### src/rtl/bist_apb_master.sv
// APB master that runs one BIST register read or write per command.
// Define BIST_APB_TIMEOUT_EN to abort ACCESS after TimeoutCycles cycles without pready_i.
module bist_apb_master #(
    parameter int TimeoutCycles = 16
) (
    input  logic        clk_i,
    input  logic        rst_i,
    input  logic        cmd_valid_i,
    output logic        cmd_ready_o,
    input  logic        cmd_write_i,
    input  logic [31:0] cmd_addr_i,
    input  logic [31:0] cmd_wdata_i,
    output logic        rsp_valid_o,
    output logic [31:0] rsp_rdata_o,
    output logic        rsp_timeout_o,
    output logic [31:0] paddr_o,
    output logic        psel_o,
    output logic        penable_o,
    output logic        pwrite_o,
    output logic [31:0] pwdata_o,
    input  logic [31:0] prdata_i,
    input  logic        pready_i
);

    typedef enum logic [1:0] {IDLE, SETUP, ACCESS, RESP} state_t;

    state_t      state;
    state_t      state_next;
    logic        accept;
    logic        done;
    logic        expired;
    logic        abort;
    logic [31:0] addr_q;
    logic [31:0] wdata_q;
    logic [31:0] rdata_q;
    logic        write_q;

    if (TimeoutCycles < 1 || TimeoutCycles > 255) begin : g_bad_timeout
        $error("TimeoutCycles must be in 1..255");
    end

    always_ff @(posedge clk_i or posedge rst_i) begin
        if (rst_i) begin
            state <= IDLE;
        end else begin
            state <= state_next;
        end
    end

    always_comb begin
        state_next  = state;
        accept      = 1'b0;
        done        = 1'b0;
        abort       = 1'b0;
        cmd_ready_o = 1'b0;
        psel_o      = 1'b0;
        penable_o   = 1'b0;
        rsp_valid_o = 1'b0;
        case (state)
            IDLE: begin
                cmd_ready_o = ~rst_i;
                if (cmd_valid_i && !rst_i) begin
                    accept     = 1'b1;
                    state_next = SETUP;
                end
            end
            SETUP: begin
                psel_o     = 1'b1;
                state_next = ACCESS;
            end
            ACCESS: begin
                psel_o    = 1'b1;
                penable_o = 1'b1;
                // A ready arriving on the expiry cycle still counts as a normal completion.
                if (pready_i) begin
                    done       = 1'b1;
                    state_next = RESP;
                end else if (expired) begin
                    abort      = 1'b1;
                    state_next = RESP;
                end
            end
            RESP: begin
                rsp_valid_o = 1'b1;
                state_next  = IDLE;
            end
            default: state_next = IDLE;
        endcase
    end

    always_ff @(posedge clk_i or posedge rst_i) begin
        if (rst_i) begin
            addr_q  <= '0;
            wdata_q <= '0;
            write_q <= 1'b0;
            rdata_q <= '0;
        end else begin
            if (accept) begin
                addr_q  <= cmd_addr_i;
                write_q <= cmd_write_i;
                wdata_q <= cmd_write_i ? cmd_wdata_i : 32'd0;
            end
            if (done) begin
                rdata_q <= write_q ? 32'd0 : prdata_i;
            end else if (abort) begin
                rdata_q <= 32'd0;
            end
        end
    end

`ifdef BIST_APB_TIMEOUT_EN
    logic [7:0] wait_cnt;
    logic       timeout_q;

    assign expired = (wait_cnt == 8'(TimeoutCycles - 1));

    always_ff @(posedge clk_i or posedge rst_i) begin
        if (rst_i) begin
            wait_cnt  <= 8'd0;
            timeout_q <= 1'b0;
        end else begin
            if (accept) begin
                wait_cnt <= 8'd0;
            end else if (state == ACCESS && !pready_i) begin
                wait_cnt <= wait_cnt + 8'd1;
            end
            if (done) begin
                timeout_q <= 1'b0;
            end else if (abort) begin
                timeout_q <= 1'b1;
            end
        end
    end

    assign rsp_timeout_o = timeout_q;
`else
    assign expired       = 1'b0;
    assign rsp_timeout_o = 1'b0;
`endif

    assign paddr_o     = {addr_q[31:2], 2'b00};
    assign pwrite_o    = write_q;
    assign pwdata_o    = wdata_q;
    assign rsp_rdata_o = rdata_q;

endmodule

### config.mk
export PLATFORM = sky130hd
export DESIGN_NAME = bist_apb_master
export DESIGN_NICKNAME = d
export VERILOG_FILES = /design/src/rtl/bist_apb_master.sv
export SDC_FILE = /design/constraint.sdc
export NUM_CORES = 1
export LEC_CHECK = 0
export CAP_MARGIN = 25
export CORE_UTILIZATION = 40
export CTS_BUF_LIST = sky130_fd_sc_hd__clkbuf_16
export DETAILED_ROUTE_END_ITERATION = 16
export GPL_TIMING_DRIVEN = 0
export PLACE_DENSITY = 0.81
export SLEW_MARGIN = 25
export SYNTH_ARGS = -nofsm -noshare
export SYNTH_HDL_FRONTEND = slang
export SYNTH_SLANG_ARGS = --single-unit
### constraint.sdc
create_clock -name clk_i -period 3.5 [get_ports clk_i]
set_input_delay 0.7 -clock clk_i [delete_from_list [all_inputs] [get_ports clk_i]]
set_output_delay 0.7 -clock clk_i [all_outputs]
set_load 0.02 [all_outputs]
==> impl_metrics.tcl, run 1 <==
set metrics [dict create \
    outcome "complete, no violations" \
    synth_area_leaders "dfrtp_1 61%, nand2_1 9.3%, o21ai_0 7.6%" \
    fin_setup_tns_ns 0 \
    netlist.area_leader.share 0.6143 \
    finalSetupViolations 0 \
    seq_area_frac_synth 0.6143 \
    reg2reg_slack_ns 1.83 \
    cp_data_arrival_time_ns 1.97 \
    post-cts-setup-buffers 0 \
    report.final.slew_viol_count 0 \
    syn-cell-area_um2 3951 \
    die_h_um 101.4 \
    critPathSlowestCell "clkdlybuf4s50_1" \
    clock-root-buffer "clkbuf_16" \
    timing.fmax_ghz 0.3742 \
    met1_usage 0.2477 \
    place.detailed.hpwl_um 7915 \
    dieArea_um2 10280 \
    drt-vias-per-instance 4.687 \
    fp.dieW_um 101.4 \
    place_inst 692 \
    syn_area_per_cell_um2 10.86 \
    grt_pass1_wl_um 16500 \
    r2r-start "state[0]$_DFFE_PP0P_" \
    fill_cells 743 \
    postRouteAntennaNets 0 \
    antenna_cells 0 \
    dr.first_iter.drc_count 69 \
    leakage_nw 2.821 \
    grt_max_degree 59 \
    yosysTopAreaCell "dfrtp_1" \
    grt_pass1_vias 3343 \
    drc_errors 0 \
    finClkSkew_ns 0.008553 \
    grt_usage 0.2084 \
    wl_per_cell_um 14.52 \
    endpoint "cmd_ready_o" \
    ir_drop_mv 0.3638 \
    worstRegToRegCells 6 \
    seq_area_um2 2427 \
    crit_start "rst_i" \
    postCtsHoldBufs 0 \
    ys_warn_count 0 \
    cts_sinks 97 \
    multi_input_area_um2 1389 \
    overflow 0 \
    synthCells 364 \
    stdcell_area_um2 6430 \
    port_buffers 196 \
    synth_cell_types 19 \
    period_share 0.7636 \
    cp_max_fo 4 \
    cts.clk_slew.worst_paths_ns 0.06 \
    insertion_delay_ns 0.33 \
    start_util 0.4197 \
    antenna_found_initial 0 \
    final-hold-violation-count 0 \
    cts_inserted_buffers 9 \
    use_met2 0.3590 \
    rr_endpoint "rsp_rdata_o[31]$_DFFE_PP0P_" \
    crit_path_cell_trace "clkdlybuf4s50_1 -> nor2b_1 -> clkdlybuf4s50_1" \
    io_pins 203 \
    worstHoldPathType "reg -> reg" \
    h-tree-depth 3 \
    gp_congestion 0.7366 \
    dr.pass1.iters 4 \
    cts_tree "done" \
    drive_gt1_frac 0.1055 \
    cpPeakStageDelay_ns 0.61 \
    hold_ws_ns 0.4768 \
    cts_buffer_depth 2 \
    routed_wl_um 10270 \
    top_usage_layer "met2" \
    crit_top_cell "clkdlybuf4s50_1" \
    rsz0062_at_grt "false" \
    row_count 35 \
    nets 679 \
    start_kind "primary input" \
    synthToLayoutAreaGrowth_pct 62.73 \
    core_area_um2 9415 \
    required_ns 2.80 \
    powerDensity_nw_per_um2 844.1 \
    maxCapViolCount 0 \
    fin_util 0.6829 \
    critPathCaptureType "output port" \
    use_met3 0.06763 \
    synth_seq_cells 97 \
    placed_area_um2 6115 \
    via_count 3314 \
    critical_path_class "in -> out" \
    layoutNonFillerInstCount 707 \
    fin_crit_ns 2.673 \
    ctsResizeCount 0 \
]
layer usage:
layer	wire length (um)	share of wire	vias up
li1	-	-	1597
met1	4065	0.40	1577
met2	5194	0.51	124
met3	817	0.080	16
met4	190	0.019	0
met5	0	0	-
cells in the mapped netlist (all sizes together):
master	instances
nand3b	1
conb	1
dfrtp	97
ha	4
a2bb2oi	1
mux2	32
nand2	98
a21oi	1
nor2b	2
nor2	1
clkbuf	15
buf	11
o21ai	64
inv	3
nand2b	33
worst min path at each step:
stage | startpoint | endpoint | cells past startpoint
after floorplan | state[0]$_DFFE_PP0P_ | state[0]$_DFFE_PP0P_ | 1
final | pwdata_o[8]$_DFFE_PP0P_ | pwdata_o[8]$_DFFE_PP0P_ | 2
after global placement | pwdata_o[27]$_DFFE_PP0P_ | pwdata_o[27]$_DFFE_PP0P_ | 2
after CTS | pwdata_o[3]$_DFFE_PP0P_ | pwdata_o[3]$_DFFE_PP0P_ | 2
after global routing | rsp_rdata_o[11]$_DFFE_PP0P_ | rsp_rdata_o[11]$_DFFE_PP0P_ | 2
after detailed placement | pwdata_o[29]$_DFFE_PP0P_ | pwdata_o[29]$_DFFE_PP0P_ | 2
registers in the layout, summed over array words and instances, names as in the netlist:
name,cells
addr_q,30
pwrite_o,1
rsp_rdata_o,32
state,2
pwdata_o,32
where the power goes:
group / total [mW] / internal, mW / switching, mW
registers: 1.83 / 1.58 / 0.243
logic: 2.57 / 1.30 / 1.27
clock network: 1.03 / 0.626 / 0.408
total: 5.43 / 3.51 / 1.92
placed cells by master (no fill, tap or decap), types with 2 or more instances in the layout:
master,netlist,routed
clkdlybuf4s50_1,0,196
nand2_1,98,98
dfrtp_1,97,97
o21ai_0,60,60
nand2b_1,33,33
mux2_2,26,26
clkbuf_1,15,15
clkbuf_16,0,9
buf_2,6,6
mux2_4,6,6
o21ai_1,4,4
ha_1,4,4
inv_6,0,3
buf_4,3,3
conb_1,1,3
buf_6,2,2
nor2b_1,2,2
inv_1,3,2
bufinv_16,0,2
layout make-up:
class | instances | share of cell area
tap | 129 | 0.02510
buffer | 26 | 0.02043
multi-input combinational | 240 | 0.2160
sequential | 97 | 0.3775
clock buffer | 9 | 0.03503
inverter | 3 | 0.002530
clock inverter | 6 | 0.01401
timing repair buffer | 197 | 0.3094
through the flow:
| stage | setup slack (ns) | power, mW |
|---|---|---|
| 2_1_floorplan | 0.2663 | 3.140 |
| 3_3_place_gp | -1.194 | 4.350 |
| 3_5_place_dp | 0.8129 | 4.439 |
| 4_1_cts | 0.8143 | 5.492 |
| 5_1_grt | 0.7705 | 5.755 |
| 6_report | 0.8273 | 5.427 |
critical path, delay by kind of cell:
family / cells / cell delay [ns]
buf+inv: 2 / 1.13
simple gates: 1 / 0.15
logic make-up (layout without fill, tap and decap cells):
family,after synthesis,in the layout,share of synthesized area
AOI/OAI and AO/OA,66,66,0.08455
adders and majority gates,4,4,0.01267
buffers and inverters,29,241,0.03610
DFF,97,97,0.6143
muxes,32,32,0.09690
other,1,3,0.0009491
and+or+nand+nor,135,135,0.1545
Power figures use the tool's default switching activity.
==> run 2, diff against run 1 <==
--- a/config.mk
+++ b/config.mk
@@ -6,11 +6,11 @@
 export NUM_CORES = 1
 export LEC_CHECK = 0
 export CAP_MARGIN = 25
-export CORE_UTILIZATION = 40
+export CORE_UTILIZATION = 36
 export CTS_BUF_LIST = sky130_fd_sc_hd__clkbuf_16
 export DETAILED_ROUTE_END_ITERATION = 16
 export GPL_TIMING_DRIVEN = 0
-export PLACE_DENSITY = 0.81
+export PLACE_DENSITY = 0.77
 export SLEW_MARGIN = 25
 export SYNTH_ARGS = -nofsm -noshare
 export SYNTH_HDL_FRONTEND = slang
==> constraint.sdc (replaced) <==
create_clock -name clk_i -period 2.4 [get_ports clk_i]
set_input_delay 0.48 -clock clk_i [delete_from_list [all_inputs] [get_ports clk_i]]
set_output_delay 0.48 -clock clk_i [all_outputs]
set_load 0.02 [all_outputs]
==> run 2 against run 1 <==
Non-clock buffer count grew 2. Routed wire length increased by 5.6%. Critical endpoint is now psel_o. Clock-buffer cell count stayed put. First-iteration DRC count grew to 2.9 times the previous value. Clock skew fell by 0.0038 ns. Die area is 11% higher. Combinational power grew 47%.
==> impl_metrics.tcl, run 2 (synthesis results as in run 1) <==
set metrics [dict create \
    stdcell_area_um2 6420 \
    dieArea_um2 11400 \
    overflow 0 \
    nets 681 \
    outcome "complete, no violations" \
    hp-start "pwdata_o[12]$_DFFE_PP0P_" \
    grt_max_degree 28 \
    final_common_cell "clkdlybuf4s50_1" \
    fin_util 0.6136 \
    cts_tree "done" \
    final_cell_mix "195 x clkdlybuf4s50_1, 98 x nand2_1, 97 x dfrtp_1" \
    start_kind "flip-flop" \
    p_clk_frac 0.167 \
    cts_buffer_depth 2 \
    hold_ws_ns 0.4811 \
    critical_path_class "reg -> out" \
    report.final.slew_viol_count 0 \
    routed_wl_um 10850 \
    fp.dieW_um 106.8 \
    drc_errors 0 \
    required_ns 1.92 \
    r2r-start "state[0]$_DFFE_PP0P_" \
    cp_data_arrival_time_ns 1.73 \
    cp_max_fo 4 \
    placed_area_um2 6155 \
    cts_sinks 97 \
    antenna_cells 0 \
    grt_pass1_wl_um 17140 \
    worstHoldPathType "reg -> reg" \
    critPathSlowestCell "clkdlybuf4s50_1" \
    row_count 37 \
    clock-root-buffer "clkbuf_16" \
    cpPeakStageDelay_ns 0.61 \
    antenna_found_initial 0 \
    worstRegToRegCells 6 \
    final-hold-violation-count 0 \
    p_total_mw 7.735 \
    start_util 0.3777 \
    min_to "pwdata_o[12]$_DFFE_PP0P_" \
    grt_pass1_vias 3440 \
    layoutNonFillerInstCount 716 \
    p_sw_frac 0.3657 \
    drive_gt1_frac 0.1086 \
    p_sw_mw 2.828 \
    p_seq_frac 0.346 \
    timing.fmax_ghz 0.4530 \
    core_area_um2 10460 \
    dr.pass1.iters 4 \
    via_count 3346 \
    period_share 0.9199 \
    tightest_slew_ns 0.5068 \
    insertion_delay_ns 0.33 \
    leakage_nw 2.824 \
    rr_endpoint "rsp_rdata_o[31]$_DFFE_PP0P_" \
    cts.clk_slew.worst_paths_ns 0.06 \
    wl_per_cell_um 15.15 \
    rsz0062_at_grt "false" \
    drt-vias-per-instance 4.673 \
    postRouteAntennaNets 0 \
    grt_usage 0.1942 \
    reg2reg_slack_ns 0.75 \
    powerDensity_nw_per_um2 1205 \
    gp_congestion 0.7504 \
    fill_cells 895 \
    comb_power_share 0.487 \
    synthToLayoutAreaGrowth_pct 62.48 \
    slew_headroom 0.6615 \
    die_h_um 106.8 \
    maxCapViolCount 0 \
    dr.first_iter.drc_count 201 \
    hold_depth 2 \
    fin_crit_ns 2.208 \
    p_int_mw 4.906 \
    io_pins 203 \
    h-tree-depth 3 \
    finClkSkew_ns 0.004766 \
    critPathCaptureType "output port" \
    place.detailed.hpwl_um 8265 \
    crit_path_cell_trace "inv_1 -> ha_2 -> clkdlybuf4s50_1" \
    place_inst 701 \
    port_buffers 196 \
    ir_drop_mv 0.5346 \
    cts_inserted_buffers 9 \
    finalSetupViolations 0 \
]
[run 2: cell types whose count changed in the layout (fill, tap and decap cells not counted), moves of 2 or more]
cell	before	now
bufinv_16	2	0
buf_12	0	3
clkinv_2	1	3
inv_6	3	1
[run 2: worst max-delay path: cells and delay by family, from the launching register on]
family     cells  cell delay (ns)
flops          1             0.39
buf+inv        2             0.68
fa+ha+maj      1             0.32
[run 2: metal layers]
layer  share of wire  GRT usage
met1            0.40     0.2371
met2            0.50     0.3235
met3           0.073    0.04924
met4           0.025    0.08708
met5               0          0
[run 2: worst max path at each step]
stage                                     from                      to  depth (start not counted)
after floorplan                          rst_i  addr_q[10]$_DFFE_PP0P_                          1
after global placement                   rst_i  addr_q[25]$_DFFE_PP0P_                          2
after detailed placement                 rst_i             cmd_ready_o                          3
after CTS                 state[0]$_DFFE_PP0P_             cmd_ready_o                          4
after global routing      state[0]$_DFFE_PP0P_                  psel_o                          3
final                     state[1]$_DFFE_PP0P_                  psel_o                          3
[run 2: layout make-up]
type,count,area [um2],share of cell area
multi-input cells,240,1391,0.2167
flip-flops and latches,97,2427,0.3781
clock buffers,9,225.2,0.03508
plain buffers,26,131.4,0.02046
well taps,136,170.2,0.02651
repair buffers,199,2024,0.3153
inverters,3,15.01,0.002339
clock inverters,6,35.03,0.005457
[run 2: metrics by stage]
stage          setup WS [ns]  TNS (ns)
6_report              0.1923         0
5_1_grt               0.1337         0
4_1_cts              0.03999         0
3_5_place_dp          0.2031         0
3_3_place_gp         -0.2817    -26.83
2_1_floorplan         0.7724         0
[run 2: power by group through the flow]
stage	registers [mW]	logic [mW]	clock network [mW]
after CTS	2.68	3.81	1.32
after detailed placement	2.70	3.79	0
final	2.67	3.77	1.29
after global routing	2.76	4.03	1.38
after floorplan	3.48	1.10	0
after global placement	2.67	3.69	0
[run 2: timing repair]
action                     CTS  global route
setup endpoints to repair    0             1
hold buffers                 0             0
setup buffers                0             0
gates resized for setup      0             2
